==> src/rtl/alu_seq.sv <==
// alu_seq: registered, handshaked ALU with a shift-add multiplier.
// The 5-bit opcode map is the same as the older combinational ALU's.
// Optional build macro ALU_FLAGS_EN adds the registered zf/cf/vf flag outputs.
module alu_seq #(
  parameter int unsigned WIDTH = 16
) (
  input  logic             clk,
  input  logic             rst_n,
  input  logic             in_valid,
  output logic             in_ready,
  input  logic [WIDTH-1:0] a,
  input  logic [WIDTH-1:0] b,
  input  logic [4:0]       f,
  output logic             out_valid,
  input  logic             out_ready,
  output logic [WIDTH-1:0] s,
  output logic             err
`ifdef ALU_FLAGS_EN
  ,
  output logic             zf,
  output logic             cf,
  output logic             vf
`endif
);

  localparam int unsigned SHW = $clog2(WIDTH);

  localparam logic [4:0] OP_ADD = 5'b00000;
  localparam logic [4:0] OP_SUB = 5'b00001;
  localparam logic [4:0] OP_MUL = 5'b00010;
  localparam logic [4:0] OP_SHR = 5'b00100;
  localparam logic [4:0] OP_SHL = 5'b00101;
  localparam logic [4:0] OP_AND = 5'b01000;
  localparam logic [4:0] OP_OR  = 5'b01001;
  localparam logic [4:0] OP_XOR = 5'b01010;
  localparam logic [4:0] OP_GE  = 5'b01100;
  localparam logic [4:0] OP_EQ  = 5'b01101;
  localparam logic [4:0] OP_NOT = 5'b10010;

  typedef enum logic [1:0] {IDLE = 2'd0, MUL = 2'd1, DONE = 2'd2} state_t;

  state_t           state, state_nxt;
  logic             accept, mul_step, mul_last;
  logic [WIDTH-1:0] acc, mcand, mplier, acc_add;
  logic [SHW-1:0]   cnt, sh;
  logic             sh_big;
  logic [WIDTH-1:0] alu_res;
  logic             alu_err;

  // Shift amount; any bit above the low SHW bits forces a zero result
  assign sh     = a[SHW-1:0];
  assign sh_big = |(a >> SHW);

  // State register
  always_ff @(posedge clk or negedge rst_n) begin
    if (!rst_n) state <= IDLE;
    else        state <= state_nxt;
  end

  // Next state and input handshake; a retiring DONE may accept in the same cycle
  always_comb begin
    state_nxt = state;
    in_ready  = 1'b0;
    mul_step  = 1'b0;
    mul_last  = 1'b0;
    accept    = 1'b0;
    case (state)
      IDLE: in_ready = 1'b1;
      MUL: begin
        mul_step = 1'b1;
        if (cnt == SHW'(WIDTH - 1)) begin
          mul_last  = 1'b1;
          state_nxt = DONE;
        end
      end
      DONE: begin
        in_ready = out_ready;
        if (out_ready) state_nxt = IDLE;
      end
      default: state_nxt = IDLE;
    endcase
    accept = in_valid && in_ready;
    if (accept) state_nxt = (f == OP_MUL) ? MUL : DONE;
  end

  // Single-cycle operations evaluated on the presented operands
  always_comb begin
    alu_res = '0;
    alu_err = 1'b0;
    case (f)
      OP_ADD:  alu_res = a + b;
      OP_SUB:  alu_res = a - b;
      OP_MUL:  alu_res = '0;
      OP_SHR:  alu_res = sh_big ? '0 : (b >> sh);
      OP_SHL:  alu_res = sh_big ? '0 : (b << sh);
      OP_AND:  alu_res = a & b;
      OP_OR:   alu_res = a | b;
      OP_XOR:  alu_res = a ^ b;
      OP_GE:   alu_res = WIDTH'(a >= b);
      OP_EQ:   alu_res = WIDTH'(a == b);
      OP_NOT:  alu_res = ~b;
      default: alu_err = 1'b1;
    endcase
  end

  assign acc_add = acc + (mplier[0] ? mcand : '0);

  // Shift-add multiplier: one multiplier bit per cycle, WIDTH cycles
  always_ff @(posedge clk or negedge rst_n) begin
    if (!rst_n) begin
      acc    <= '0;
      mcand  <= '0;
      mplier <= '0;
      cnt    <= '0;
    end else if (accept && (f == OP_MUL)) begin
      acc    <= '0;
      mcand  <= a;
      mplier <= b;
      cnt    <= '0;
    end else if (mul_step) begin
      acc    <= acc_add;
      mcand  <= mcand << 1;
      mplier <= mplier >> 1;
      cnt    <= cnt + SHW'(1);
    end
  end

  // Result registers; held until a new result is loaded
  always_ff @(posedge clk or negedge rst_n) begin
    if (!rst_n) begin
      out_valid <= 1'b0;
      s         <= '0;
      err       <= 1'b0;
    end else begin
      out_valid <= (state_nxt == DONE);
      if (accept && (f != OP_MUL)) begin
        s   <= alu_res;
        err <= alu_err;
      end else if (mul_last) begin
        s   <= acc_add;
        err <= 1'b0;
      end
    end
  end

`ifdef ALU_FLAGS_EN
  logic           flag_cf, flag_vf;
  logic [SHW-1:0] sh_neg, sh_m1;

  // Bit index of the last bit shifted out: WIDTH-sh for SHL, sh-1 for SHR
  assign sh_neg = SHW'(0) - sh;
  assign sh_m1  = sh - SHW'(1);

  // Carry and signed-overflow for the operation being accepted
  always_comb begin
    flag_cf = 1'b0;
    flag_vf = 1'b0;
    case (f)
      OP_ADD: begin
        flag_cf = (alu_res < a);
        flag_vf = (a[WIDTH-1] == b[WIDTH-1]) && (alu_res[WIDTH-1] != a[WIDTH-1]);
      end
      OP_SUB: begin
        flag_cf = (a >= b);
        flag_vf = (a[WIDTH-1] != b[WIDTH-1]) && (alu_res[WIDTH-1] != a[WIDTH-1]);
      end
      OP_SHL:  flag_cf = !sh_big && (sh != '0) && b[sh_neg];
      OP_SHR:  flag_cf = !sh_big && (sh != '0) && b[sh_m1];
      default: ;
    endcase
  end

  // Flag registers, loaded together with s
  always_ff @(posedge clk or negedge rst_n) begin
    if (!rst_n) begin
      zf <= 1'b0;
      cf <= 1'b0;
      vf <= 1'b0;
    end else if (accept && (f != OP_MUL)) begin
      zf <= (alu_res == '0);
      cf <= flag_cf;
      vf <= flag_vf;
    end else if (mul_last) begin
      zf <= (acc_add == '0);
      cf <= 1'b0;
      vf <= 1'b0;
    end
  end
`endif

endmodule

==> config.mk <==
export PLATFORM = sky130hd
export DESIGN_NAME = alu_seq
export DESIGN_NICKNAME = d
export VERILOG_FILES = /design/src/rtl/alu_seq.sv
export SDC_FILE = /design/constraint.sdc
export NUM_CORES = 1
export LEC_CHECK = 0
export ABC_AREA = 1
export CELL_PAD_IN_SITES_DETAIL_PLACEMENT = 1
export CELL_PAD_IN_SITES_GLOBAL_PLACEMENT = 2
export CORE_MARGIN = 2
export CORE_UTILIZATION = 31
export CTS_BUF_LIST = sky130_fd_sc_hd__clkbuf_4
export DETAILED_ROUTE_END_ITERATION = 7
export PLACE_DENSITY_LB_ADDON = 0.2
export SYNTH_ARGS = -nofsm -noshare
export SYNTH_HDL_FRONTEND = slang
export SYNTH_SLANG_ARGS = --single-unit
==> constraint.sdc <==
create_clock -name clk -period 3.8 [get_ports clk]
set_input_delay 0.38 -clock clk [delete_from_list [all_inputs] [get_ports clk]]
set_output_delay 0.38 -clock clk [all_outputs]
set_load 0.02 [all_outputs]
==> impl_metrics.toml <==
[status]
outcome = "finished clean"

[synthesis]
ys_seq_elements = 72
synth_cell_types = 48
synth.largest_area_cell = "dfrtp_1"
synthCells = 1308
synth-edff-count = 0
synth_ff_type = "dfrtp_1"
syn_avg_cell_area_um2 = 6.19
syn_area_mm2 = 0.00810
synth_top_area_frac = 0.222
ys.warnings.count = 0
synthArstFlopShare = 1.00
syn_nets = 1419
synth_common_cells = "nand2_1, inv_1, nand3_1, nor2_1, a21oi_1"
seq_area_frac_synth = 0.222
netlist_top_cells_area = "dfrtp_1, nand2_1, ha_1"
yosys.cell_count.top_type = "nand2_1"

[detailed_routing]
vias_per_cell = 5.32
drcViolationCount = 0
wl_per_cell_um = 22.1
ant_nets = 0
drt-total-wl_um = 37800
drtIter0Drc = 634
vias = 9075
first_pass_iters = 4

[critical_path]
r2r_setup_slack_ps = 950
crit_buf_inv = 4
cp_slowest_cell = "clkdlybuf4s50_1"
cp_data_arrival_time_ps = 3200
crit_chain = "clkdlybuf4s50_1 > inv_1 > ha_1 > inv_1 > a21oi_1 > nand3_1 > nand2_1 > nand3_1 > nand3_1 > nand2_1 > inv_1 > nand3_1 > a21oi_1 > nor2_1"
crit_fanout = 7
cp-start-kind = "input port"
r2r_cells = 13
cp-end-kind = "flip-flop"
path_common_cell = "nand3_1"
critical_path_depth = 14
cpLargestDelayFamily = "buffers and inverters"
rr_startpoint = "mplier[0]"
worstReg2RegEnd = "s[8]"
required_ps = 4140
critPathKind = "input port to flip-flop"
slowest_delay_ps = 600

[grt]
track_usage = 0.275
overflow = 0
antenna_found_initial = 1
grt_max_degree = 73
grt_pass1_wl_um = 57900
grt_pass1_vias = 9398

[cts]
cts_sinks = 72
clk_latency_ps = 480
post_cts.repair.setup_buffers = 0
htree_levels = 3
cts_max_path_buffers = 2
hold_buffers = 0
cts_root_buffer = "clkbuf_4"
cts_made_buffers = 9
clk_pin_slew_ps = 170
cts_tree = "yes"
post_cts_resized = 0

[power]
power_mw = 4.01
p_leak_nw = 4.92
power_density_mw_per_mm2 = 431
worst_ir_drop_vdd_mv = 0.255

[job]
cap_violations = 0

[timing]
setup_viol = 0
finalCritPeriodShare = 0.753
max_freq_mhz = 350
rsz0062_at_grt = "false"
setup-tns-final_ps = 0
finalHoldViolCount = 0
relSlewSlack = 0.321
tightest_slew_ps = 1020
setup_ws_ps = 940
slew_viol_final = 0
fin_crit_ps = 2860
skew_ps = 39.3
whs_ps = 46.5

[place]
place_area_mm2 = 0.00914
pre_cts_ws_ps = 486
dp_hpwl_um = 30600
io_buffers = 59
routabilityCongestion = 0.943
dp_cells = 1690

[layout]
multiInputGateArea_mm2 = 0.00543
utilization = 0.360
syn_to_final_growth_pct = 14.9
regArea_mm2 = 0.00180
finalNetCount = 1477
fin_area_mm2 = 0.00931
n_fill_cell = 3431
stdcell_count = 1707
drive_gt1_frac = 0.0613

[floorplan]
placement_rows = 59
boundaryPins = 60
start_util = 0.313
dieWidth_um = 166
die_area_mm2 = 0.0274
die_h_um = 166
fp.coreArea_mm2 = 0.0258

[worst_hold_path]
hp-class = "input port to asynchronous set/reset pin"
-- power by group --
part | switching [mW] | total, mW | internal (mW)
registers | 0.289 | 1.38 | 1.09
clock network | 0.359 | 0.637 | 0.277
logic | 1.24 | 1.99 | 0.749
total | 1.89 | 4.01 | 2.12
-- flip-flops by register name, indices dropped and copies added (netlist names) --
| name | cells |
|---|---|
| mcand | 16 |
| acc | 16 |
| cnt | 4 |
| err | 1 |
| mplier | 16 |
| s | 16 |
| out_valid | 1 |
| state | 2 |
-- logic make-up (layout without fill, tap and decap cells) --
group | after synthesis | count (layout) | synth area share
AO/OA/AOI/OAI | 234 | 234 | 0.177
XOR/XNOR | 11 | 11 | 0.0119
adder cells (fa/ha/maj) | 70 | 70 | 0.111
buffers and inverters | 220 | 283 | 0.107
flip-flops | 72 | 72 | 0.222
other | 0 | 1 | 0
AND/OR/NAND/NOR | 701 | 701 | 0.370
-- cell type report --
type | count | share of cell area
tap | 335 | 0.0450
multi-input combinational | 1016 | 0.583
antenna | 1 | 0.000269
inverter | 176 | 0.0710
clock buffer | 10 | 0.00807
clock inverter | 6 | 0.00995
timing repair buffer | 91 | 0.0890
sequential | 72 | 0.194
-- worst max-delay path by stage --
stage / start / endpoint / slack (ps)
global route: b[5] / s[8] / 720
CTS: mplier[0] / s[8] / 930
detailed placement: b[5] / s[8] / 490
global placement: a[9] / s[0] / 540
floorplan: mplier[0] / s[8] / 1550
finish: b[5] / s[8] / 940
-- placed cells by master, fill, tap and decap left out, drive strengths merged, types with 8 or more instances in the layout --
cell type / instances
o211ai: 8
inv: 177
clkbuf: 10
ha: 67
a21oi: 83
o22ai: 15
nor2: 123
o21ai: 61
nand3: 129
nand2: 418
nand4: 13
dfrtp: 72
o221ai: 23
buf: 33
nor3: 9
clkdlybuf4s50: 58
xor2: 9
-- routing by layer --
metal  vias up  part of all wire  GRT usage
met5         -                 0          0
met2       209              0.47      0.460
li1       4416                 -          -
met1      4401              0.46      0.366
met3        49             0.041     0.0354
met4         0             0.033     0.0919
No activity file was read; power rests on OpenSTA's default activity.
